===== src/rtl/sba_preload_pkg.sv =====
// Shared types and constants for the SBA preload bridge: SBCS layout,
// DMI register addresses, DMI opcodes and the memory-port FSM states.
package sba_preload_pkg;

   localparam int unsigned DmiAddrSbcs    = 'h38;
   localparam int unsigned DmiAddrSbAddr0 = 'h39;
   localparam int unsigned DmiAddrSbData0 = 'h3C;

   localparam logic [2:0] SbAccess32    = 3'd2;
   localparam logic [2:0] SbErrBadSize  = 3'd4;
   localparam logic [2:0] SbErrOther    = 3'd7;

   typedef enum logic [1:0] {
      DMI_NOP   = 2'd0,
      DMI_READ  = 2'd1,
      DMI_WRITE = 2'd2
   } dmi_op_e;

   typedef enum logic [1:0] {
      IDLE = 2'd0,
      REQ  = 2'd1,
      WAIT = 2'd2
   } sba_state_e;

   typedef struct packed {
      logic [2:0] sbversion;
      logic [5:0] rsvd;
      logic       sbbusyerror;
      logic       sbbusy;
      logic       sbreadonaddr;
      logic [2:0] sbaccess;
      logic       sbautoincrement;
      logic       sbreadondata;
      logic [2:0] sberror;
      logic [6:0] sbasize;
      logic       sbaccess128;
      logic       sbaccess64;
      logic       sbaccess32;
      logic       sbaccess16;
      logic       sbaccess8;
   } sbcs_t;

   function automatic sbcs_t sbcs_reset(input int unsigned asize);
      sbcs_t s;
      s            = '0;
      s.sbversion  = 3'd1;
      s.sbaccess   = SbAccess32;
      s.sbasize    = 7'(asize);
      s.sbaccess32 = 1'b1;
      return s;
   endfunction

endpackage


===== src/rtl/sba_preload_bridge.sv =====
// SBA engine: DMI-visible SBCS/SBAddress0/SBData0 registers driving a
// single-outstanding 32-bit OBI-style memory port for JTAG SRAM preload.
module sba_preload_bridge
   import sba_preload_pkg::*;
#(
   parameter int unsigned AddrWidth = 32,
   parameter int unsigned DmiAddrW  = 7
) (
   input  logic                 clk_i,
   input  logic                 rst_i,
   input  logic                 dmi_req_valid_i,
   output logic                 dmi_req_ready_o,
   input  logic [DmiAddrW-1:0]  dmi_req_addr_i,
   input  logic [1:0]           dmi_req_op_i,
   input  logic [31:0]          dmi_req_data_i,
   output logic                 dmi_resp_valid_o,
   input  logic                 dmi_resp_ready_i,
   output logic [31:0]          dmi_resp_data_o,
   output logic                 mem_req_o,
   input  logic                 mem_gnt_i,
   output logic                 mem_we_o,
   output logic [AddrWidth-1:0] mem_addr_o,
   output logic [31:0]          mem_wdata_o,
   output logic [3:0]           mem_be_o,
   input  logic                 mem_rvalid_i,
   input  logic [31:0]          mem_rdata_i,
   input  logic                 mem_err_i
);

   // DMI: a request is taken when valid && ready, with ready = !resp_valid;
   // the response appears one cycle later and holds until resp_ready.
   sba_state_e           state_q, state_d;
   sbcs_t                sbcs_q, sbcs_d;
   logic [AddrWidth-1:0] addr_q, addr_d;
   logic [31:0]          data_q, data_d;
   logic                 req_we_q, req_we_d;
   logic [AddrWidth-1:0] req_addr_q, req_addr_d;
   logic [31:0]          req_wdata_q, req_wdata_d;
   logic                 req_inc_q, req_inc_d;
   logic                 resp_valid_q, resp_valid_d;
   logic [31:0]          resp_data_q, resp_data_d;

   logic                 busy, dmi_acc, is_rd, is_wr;
   logic                 sel_sbcs, sel_addr, sel_data;
   logic                 start, start_we;
   logic [AddrWidth-1:0] start_addr;
   logic [31:0]          start_wdata;

   assign sel_sbcs = (dmi_req_addr_i == DmiAddrW'(DmiAddrSbcs));
   assign sel_addr = (dmi_req_addr_i == DmiAddrW'(DmiAddrSbAddr0));
   assign sel_data = (dmi_req_addr_i == DmiAddrW'(DmiAddrSbData0));

   always_comb begin
      state_d      = state_q;
      sbcs_d       = sbcs_q;
      addr_d       = addr_q;
      data_d       = data_q;
      req_we_d     = req_we_q;
      req_addr_d   = req_addr_q;
      req_wdata_d  = req_wdata_q;
      req_inc_d    = req_inc_q;
      resp_valid_d = resp_valid_q;
      resp_data_d  = resp_data_q;
      busy         = (state_q != IDLE);
      dmi_acc      = dmi_req_valid_i && !resp_valid_q;
      is_rd        = dmi_acc && (dmi_req_op_i == DMI_READ);
      is_wr        = dmi_acc && (dmi_req_op_i == DMI_WRITE);
      start        = 1'b0;
      start_we     = 1'b0;
      start_addr   = addr_q;
      start_wdata  = data_q;

      if (resp_valid_q && dmi_resp_ready_i) begin
         resp_valid_d = 1'b0;
      end
      if (dmi_acc) begin
         resp_valid_d = 1'b1;
         resp_data_d  = '0;
      end

      if (is_rd) begin
         if (sel_sbcs) begin
            resp_data_d = sbcs_q;
         end else if (sel_addr) begin
            resp_data_d = 32'(addr_q);
         end else if (sel_data) begin
            resp_data_d = data_q;
            start       = sbcs_q.sbreadondata;
         end
      end

      if (is_wr) begin
         if (sel_sbcs) begin
            sbcs_d.sbbusyerror     = sbcs_q.sbbusyerror & ~dmi_req_data_i[22];
            sbcs_d.sberror         = sbcs_q.sberror & ~dmi_req_data_i[14:12];
            sbcs_d.sbreadonaddr    = dmi_req_data_i[20];
            sbcs_d.sbaccess        = dmi_req_data_i[19:17];
            sbcs_d.sbautoincrement = dmi_req_data_i[16];
            sbcs_d.sbreadondata    = dmi_req_data_i[15];
         end else if (sel_addr) begin
            if (busy) begin
               sbcs_d.sbbusyerror = 1'b1;
            end else begin
               addr_d     = AddrWidth'(dmi_req_data_i);
               start_addr = AddrWidth'(dmi_req_data_i);
               start      = sbcs_q.sbreadonaddr;
            end
         end else if (sel_data) begin
            if (busy) begin
               sbcs_d.sbbusyerror = 1'b1;
            end else begin
               data_d      = dmi_req_data_i;
               start_wdata = dmi_req_data_i;
               start_we    = 1'b1;
               start       = 1'b1;
            end
         end
      end

      // Gating looks at the pre-write error flags; a sticky error silently blocks.
      if (start) begin
         if (busy) begin
            sbcs_d.sbbusyerror = 1'b1;
         end else if ((sbcs_q.sberror == 3'd0) && !sbcs_q.sbbusyerror) begin
            if (sbcs_q.sbaccess != SbAccess32) begin
               sbcs_d.sberror = SbErrBadSize;
            end else begin
               state_d     = REQ;
               req_we_d    = start_we;
               req_addr_d  = start_addr & ~AddrWidth'(3);
               req_wdata_d = start_wdata;
               req_inc_d   = sbcs_q.sbautoincrement;
            end
         end
      end

      unique case (state_q)
         REQ: begin
            if (mem_gnt_i) begin
               state_d = WAIT;
            end
         end
         WAIT: begin
            if (mem_rvalid_i) begin
               state_d = IDLE;
               if (mem_err_i) begin
                  sbcs_d.sberror = SbErrOther;
               end else begin
                  if (!req_we_q) begin
                     data_d = mem_rdata_i;
                  end
                  if (req_inc_q) begin
                     addr_d = addr_q + AddrWidth'(4);
                  end
               end
            end
         end
         default: begin
         end
      endcase

      sbcs_d.sbbusy = (state_d != IDLE);
   end

   always_ff @(posedge clk_i) begin
      if (rst_i) begin
         state_q      <= IDLE;
         sbcs_q       <= sbcs_reset(AddrWidth);
         addr_q       <= '0;
         data_q       <= '0;
         req_we_q     <= 1'b0;
         req_addr_q   <= '0;
         req_wdata_q  <= '0;
         req_inc_q    <= 1'b0;
         resp_valid_q <= 1'b0;
         resp_data_q  <= '0;
      end else begin
         state_q      <= state_d;
         sbcs_q       <= sbcs_d;
         addr_q       <= addr_d;
         data_q       <= data_d;
         req_we_q     <= req_we_d;
         req_addr_q   <= req_addr_d;
         req_wdata_q  <= req_wdata_d;
         req_inc_q    <= req_inc_d;
         resp_valid_q <= resp_valid_d;
         resp_data_q  <= resp_data_d;
      end
   end

   assign dmi_req_ready_o  = !resp_valid_q;
   assign dmi_resp_valid_o = resp_valid_q;
   assign dmi_resp_data_o  = resp_data_q;
   assign mem_req_o        = (state_q == REQ);
   assign mem_we_o         = req_we_q;
   assign mem_addr_o       = req_addr_q;
   assign mem_wdata_o      = req_wdata_q;
   assign mem_be_o         = 4'hF;

endmodule


===== config.mk =====
export PLATFORM = sky130hd
export DESIGN_NAME = sba_preload_bridge
export DESIGN_NICKNAME = d
export VERILOG_FILES = /design/src/rtl/sba_preload_pkg.sv /design/src/rtl/sba_preload_bridge.sv
export SDC_FILE = /design/constraint.sdc
export NUM_CORES = 1
export LEC_CHECK = 0
export BUFFER_PORTS_ARGS = -buffer_cell sky130_fd_sc_hd__buf_4
export CAP_MARGIN = 20
export CORE_MARGIN = 10
export CORE_UTILIZATION = 55
export DETAILED_ROUTE_END_ITERATION = 12
export PLACE_DENSITY_LB_ADDON = 0.12
export SETUP_SLACK_MARGIN = 0.1
export SLEW_MARGIN = 40
export SYNTH_ARGS = -nofsm -noshare
export SYNTH_HDL_FRONTEND = slang
export SYNTH_SLANG_ARGS = --single-unit

===== constraint.sdc =====
create_clock -name clk_i -period 2.3 [get_ports clk_i]
set_input_delay 0.23 -clock clk_i [delete_from_list [all_inputs] [get_ports clk_i]]
set_output_delay 0.23 -clock clk_i [all_outputs]
set_load 0.05 [all_outputs]

==> impl_metrics.ini, run 1 <==
[layout]
final-seq-area_sq_um = 3480
nFillCells = 1292
antenna_cells = 0
area_growth_pct = 28.6
nets = 1273
multiInputGateArea_sq_um = 4840
drive_gt1_share_pct = 29.6
finish.utilization_pct = 71.7
design_area_sq_um = 11300

[drt]
drt-pass1-iter-count = 6
wl_per_cell_um = 20.8
drt-total-wl_mm = 29.4
vias_per_cell = 6.13
drtIter0Drc = 960
detail-route-antenna-nets = 0
vias = 8690
drcViolationCount = 0

[synthesis]
synth_edf_count = 0
syn-cell-area_sq_um = 8790
netlist_instances = 1012
syn_avg_cell_area_sq_um = 8.68
ys_ff_latch = 174
seq_area_frac_synth_pct = 39.6
synth_ff_type = dfxtp_1
async_flop_share_pct = 0
synth_cell_types = 63
yosys_warnings = 0

[worst_setup_path]
critPathMaxStageDelay_ns = 0.46
worstSetupPathType = flop to flop
cp_data_required_time_ns = 2.64
arrival_ns = 2.48
critical_path.cell_chain = inv_2, ha_4, or4b_4, a2111oi_4, buf_6, buf_12, nor2_1, a211oi_2
crit_path_start_kind = flop
cp_max_fo = 15
end_kind = flop
crit_slowest_cell = or4b_4

[sta]
finalSetupViolations = 0
finClkSkew_ns = 0.0100
period_minus_slack_ns = 2.14
period_share_pct = 92.9
hold_slack_ns = 0.0615
slew-limit-headroom_pct = 54.4
tns_ns = 0
worst_pin_slew_ns = 0.684
finalHoldViolations = 0
slew_violations = 0
fmax_ghz = 0.468
rsz0062_at_grt = true

[placed_design]
io_buffers = 177
placed_area_sq_um = 10500
gp_congestion = 0.950
dpl.hpwl_mm = 20.7

[die]
rows = 46
pin_count = 184
die_w_um = 146
die-area_sq_um = 21400
start_util_pct = 55.7
core_sq_um = 15800
die_h_um = 146

[clock_network]
clock_latency_ns = 0.43
cts_root_buf = clkbuf_16
cts-htree-levels = 4
ctsHoldBuffers = 0
clk_pin_slew_ns = 0.07
cts_buffers = 17
cts.sinks = 174
cts_tree = done
cts_buffer_depth = 2

[job]
drv_cap = 0

[power_and_ir_drop]
p_leak_nw = 3.94
ir_worst_vdd_uv = 571
power_density_nw_per_um2 = 580

[global_routing]
antenna_found_initial = 0
grt_pass1_vias = 8411
met2_usage_pct = 39.6
grt_busiest_layer = met2
grt_overflow_total = 0
grt_pass1_wl_mm = 46.5
grt.total_usage_pct = 26.4
gr-usage-met3_pct = 7.91
grt_max_degree = 76
use_met1_pct = 35.5

[min_path]
min_path_type = input pin to flop

[run_status]
status = finished, final reports clean
-- cell usage in the layout, fill, tap and decap left out, types with 7 or more instances in the layout --
| cell | instances |
|---|---|
| a211oi_1 | 14 |
| a211oi_2 | 57 |
| a21oi_1 | 48 |
| a22o_1 | 18 |
| a22oi_1 | 15 |
| a311oi_1 | 34 |
| a31oi_1 | 14 |
| buf_12 | 7 |
| buf_4 | 232 |
| buf_6 | 7 |
| clkbuf_16 | 17 |
| dfxtp_1 | 174 |
| inv_1 | 10 |
| mux2i_1 | 71 |
| nand2_1 | 130 |
| nand3_1 | 34 |
| nand4_1 | 8 |
| nor2_1 | 147 |
| nor3_1 | 7 |
| nor4_1 | 16 |
| o21ai_0 | 18 |
| o31ai_1 | 12 |
| or3_1 | 8 |
-- routing by layer --
layer | routed length (um) | share of wire (%) | vias to the layer above
li1 | - | - | 4038
met1 | 12700 | 43 | 4162
met2 | 13300 | 45 | 444
met3 | 2920 | 9.9 | 46
met4 | 550 | 1.9 | 0
met5 | 0 | 0 | -
-- report_power, final --
part,internal (mW),total [mW],switching (mW),leakage [nW]
sequential,3.01,3.02,0.00402,1.40
clock,1.87,3.13,1.26,0.300
combinational,0.148,0.406,0.258,2.24
-- metrics by stage --
step | power [mW] | instances | setup slack [ns]
floorplan | 3.27 | 1016 | 0.103
global route | 6.71 | 1418 | 0.0722
global placement | 3.48 | 1375 | 0.0487
detailed placement | 3.48 | 1375 | -0.0230
CTS | 6.55 | 1416 | 0.137
finish | 6.55 | 1418 | 0.164
-- logic make-up after synthesis --
family	share of synthesized area [%]
and+or+nand+nor	20.6
buffers and inverters	6.02
muxes	8.09
xor gates and xnor gates	0.498
DFF	39.6
other	0.0855
adders and majority gates	0.570
AOI/OAI and AO/OA	24.5
-- worst paths after layout --
kind         slack [ns]                             end                           start  cells after the start
min reg2reg        0.45  dmi_resp_data_o[23]$_SDFF_PP0_  dmi_resp_data_o[23]$_SDFF_PP0_                      2
max reg2reg        0.16      mem_addr_o[3]$_SDFFE_PP0P_           state_q[0]$_SDFF_PP0_                      8
min                0.06   dmi_resp_valid_o$_SDFFE_PP0P_                dmi_resp_ready_i                      3
max                0.16      mem_addr_o[3]$_SDFFE_PP0P_           state_q[0]$_SDFF_PP0_                      8
-- registers in the layout, summed over array words and instances, names as in the netlist --
register / flops
dmi_resp_valid_o: 1
addr_q: 32
mem_we_o: 1
state_q: 2
mem_wdata_o: 32
dmi_resp_data_o: 32
sbcs_q: 11
mem_addr_o: 30
req_inc_q: 1
data_q: 32
-- critical path, delay by kind of cell, from the launching register on --
kind	cells	cell delay (ns)
buf+inv	3	0.47
compound gates	2	0.57
flops	1	0.34
fa+ha+maj	1	0.13
simple gates	2	0.53
-- cells in the mapped netlist, drive strengths merged (14+ instances only) --
master | number | area (sq um)
nand2 | 130 | 488
nor2 | 147 | 552
o21ai | 18 | 90.1
buf | 41 | 282
clkbuf | 54 | 203
a211oi | 71 | 818
nor4 | 19 | 149
a21oi | 48 | 240
a31oi | 14 | 87.6
dfxtp | 174 | 3480
nand3 | 35 | 175
a22oi | 15 | 113
mux2i | 71 | 711
a22o | 18 | 158
a311oi | 34 | 298
-- repair_timing --
item | in CTS | in global routing
gates cloned | 2 | 0
gates resized for setup | 6 | 11
setup endpoints to repair | 51 | 82
pin swaps | 2 | 5
buffers inserted | 7 | 2
-- final cells by class --
cell class	instances	area share, %
timing repair buffer	249	18.0
clock inverter	11	1.61
sequential	174	30.8
tap	216	2.39
inverter	12	0.398
clock buffer	21	3.98
multi-input combinational	735	42.8
(Power assumes the default switching activity.)
==> run 2: changes to the inputs <==
==> constraint.sdc (replaced) <==
create_clock -name clk_i -period 2.6 [get_ports clk_i]
set_input_delay 0.26 -clock clk_i [delete_from_list [all_inputs] [get_ports clk_i]]
set_output_delay 0.26 -clock clk_i [all_outputs]
set_load 0.05 [all_outputs]
==> run 2 against run 1 <==
Against the previous run: worst setup slack improved by 0.045 ns; final cell count decreased by 1.6%; maximum frequency decreased by 11%; first-iteration DRC count decreased by 8.0%; combinational power decreased by 13%; global-route usage decreased by 0.86 points; via count decreased by 1.1%; routed wire length decreased by 0.59%; highest routed layer unchanged.
==> impl_metrics.ini, run 2 (synthesis gave the netlist of run 1 again) <==
[layout]
finish.utilization_pct = 70.2
final_common_cell = buf_4
antenna_cells = 0
nets = 1251
area_growth_pct = 26.0
layout_common_cells = buf_4 (217), dfxtp_1 (174), nor2_1 (147)
drive_gt1_share_pct = 28.3
nFillCells = 1332

[drt]
wl_per_cell_um = 21.0
drcViolationCount = 0
detail-route-antenna-nets = 0
vias_per_cell = 6.16
drtIter0Drc = 883
drt-total-wl_mm = 29.3
drt-pass1-iter-count = 5
vias = 8594

[worst_setup_path]
path_buf_inv = 3
cp_data_required_time_ns = 2.94
r2r-end = mem_addr_o[25]$_SDFFE_PP0P_
critical_path.cell_chain = inv_1, ha_4, or4b_2, a2111oi_4, buf_6, buf_4, nor2_1, a211oi_1
worstSetupPathType = flop to flop
end_kind = flop
arrival_ns = 2.74
crit_path_start_kind = flop
critPathMaxStageDelay_ns = 0.63
reg2reg_slack_ns = 0.21
critPathTopFamily = simple AND/OR/NAND/NOR gates
path_depth = 8
cp_max_fo = 11
reg2reg_depth = 8
crit_slowest_cell = or4b_2
reg2reg_from = state_q[0]$_SDFF_PP0_

[die]
start_util_pct = 55.7
core_sq_um = 15800
rows = 46
die_h_um = 146
pin_count = 184
die-area_sq_um = 21400
die_w_um = 146

[global_routing]
grt.total_usage_pct = 25.5
grt_overflow_total = 0
antenna_found_initial = 0
grt_max_degree = 103
grt_pass1_vias = 8240
grt_pass1_wl_mm = 45.0

[power_and_ir_drop]
p_leak_nw = 3.80
ir_worst_vdd_uv = 468
power.total_mw = 5.75
switching_share_pct = 23.4
combinationalPowerShare_pct = 6.1
intPower_mw = 4.40
power_density_nw_per_um2 = 519
power_switching_mw = 1.35
clkPwrFrac_pct = 47.4
pwr-share-seq_pct = 46.5

[sta]
hold_slack_ns = 0.0972
rsz0062_at_grt = true
finClkSkew_ns = 0.00813
slew_violations = 0
tns_ns = 0
period_minus_slack_ns = 2.39
finalHoldViolations = 0
finalSetupViolations = 0
fmax_ghz = 0.418
slew-limit-headroom_pct = 46.7
timing.final.ws_setup_ns = 0.209
period_share_pct = 92.0
worst_pin_slew_ns = 0.800

[min_path]
min_to = addr_q[0]$_SDFFE_PP0P_
hold_depth = 3
min_from = dmi_req_data_i[0]
min_path_type = input pin to flop

[placed_design]
io_buffers = 177
pre_cts_ws_ns = 0.156
gp_congestion = 0.915
dpl.hpwl_mm = 20.1

[clock_network]
cts.sinks = 174
cts_buffers = 17
ctsHoldBuffers = 0
clk_pin_slew_ns = 0.07
cts_tree = done
cts-htree-levels = 4
cts_buffer_depth = 2
cts_root_buf = clkbuf_16
clock_latency_ns = 0.44

[run_status]
status = finished, final reports clean

[job]
drv_cap = 0
-- run 2: cell types whose count changed in the layout (fill, tap and decap cells not counted), sizes merged --
cell,delta
buf,-25
clkinv,+1
clkinvlp,+1
-- run 2: power by group through the flow --
stage	Combinational [mW]	Clock, mW	Sequential (mW)
6_report	0.354	2.73	2.67
5_1_grt	0.370	2.84	2.67
4_1_cts	0.344	2.73	2.67
3_5_place_dp	0.343	0	2.73
3_3_place_gp	0.340	0	2.73
2_1_floorplan	0.159	0	2.74
-- run 2: layout make-up --
cell class                 instances  area, sq um  area share (%)
tap                              216          270            2.44
clock inverter                    13          190            1.72
inverter                          12         45.0           0.407
multi-input combinational        735         4830            43.6
timing repair buffer             227         1820            16.5
sequential                       174         3480            31.5
clock buffer                      18          429            3.88
-- run 2: worst max path at each step --
stage	startpoint	to	slack [ns]
floorplan	dmi_resp_valid_o$_SDFFE_PP0P_	mem_addr_o[10]$_SDFFE_PP0P_	0.40
global placement	state_q[1]$_SDFF_PP0_	mem_wdata_o[30]$_SDFFE_PP0P_	0.25
detailed placement	state_q[1]$_SDFF_PP0_	mem_addr_o[27]$_SDFFE_PP0P_	0.16
CTS	state_q[1]$_SDFF_PP0_	mem_addr_o[30]$_SDFFE_PP0P_	0.14
global route	state_q[0]$_SDFF_PP0_	mem_addr_o[25]$_SDFFE_PP0P_	0.09
finish	state_q[0]$_SDFF_PP0_	mem_addr_o[25]$_SDFFE_PP0P_	0.21
-- run 2: timing repair --
| action | CTS | global route |
|---|---|---|
| buffers inserted | 0 | 3 |
| endpoints found under the setup margin | 0 | 58 |
| resized for setup | 0 | 10 |
-- run 2: through the flow --
| step | cell area, sq um | cells |
|---|---|---|
| floorplan | 8800 | 1016 |
| global placement | 10300 | 1358 |
| detailed placement | 10300 | 1358 |
| CTS | 11000 | 1389 |
| global route | 11100 | 1395 |
| finish | 11100 | 1395 |
-- run 2: layer usage --
layer  wire, um  vias to the layer above  part of all wire, %  track usage (%)
met1      12900                     4152                   44             34.6
met5          0                        -                    0                0
li1           -                     3986                    -                -
met2      13100                      422                   45             38.1
met3       2790                       34                  9.5             7.32
met4        427                        0                  1.5             8.31
-- run 2: worst register-to-register path, delay by kind of cell (launching register included) --
kind	cells	cell delay [ns]
AND/OR/NAND/NOR	2	0.68
AO/OA/AOI/OAI	2	0.57
buffers and inverters	3	0.56
flip-flops	1	0.32
adder cells (fa/ha/maj)	1	0.17
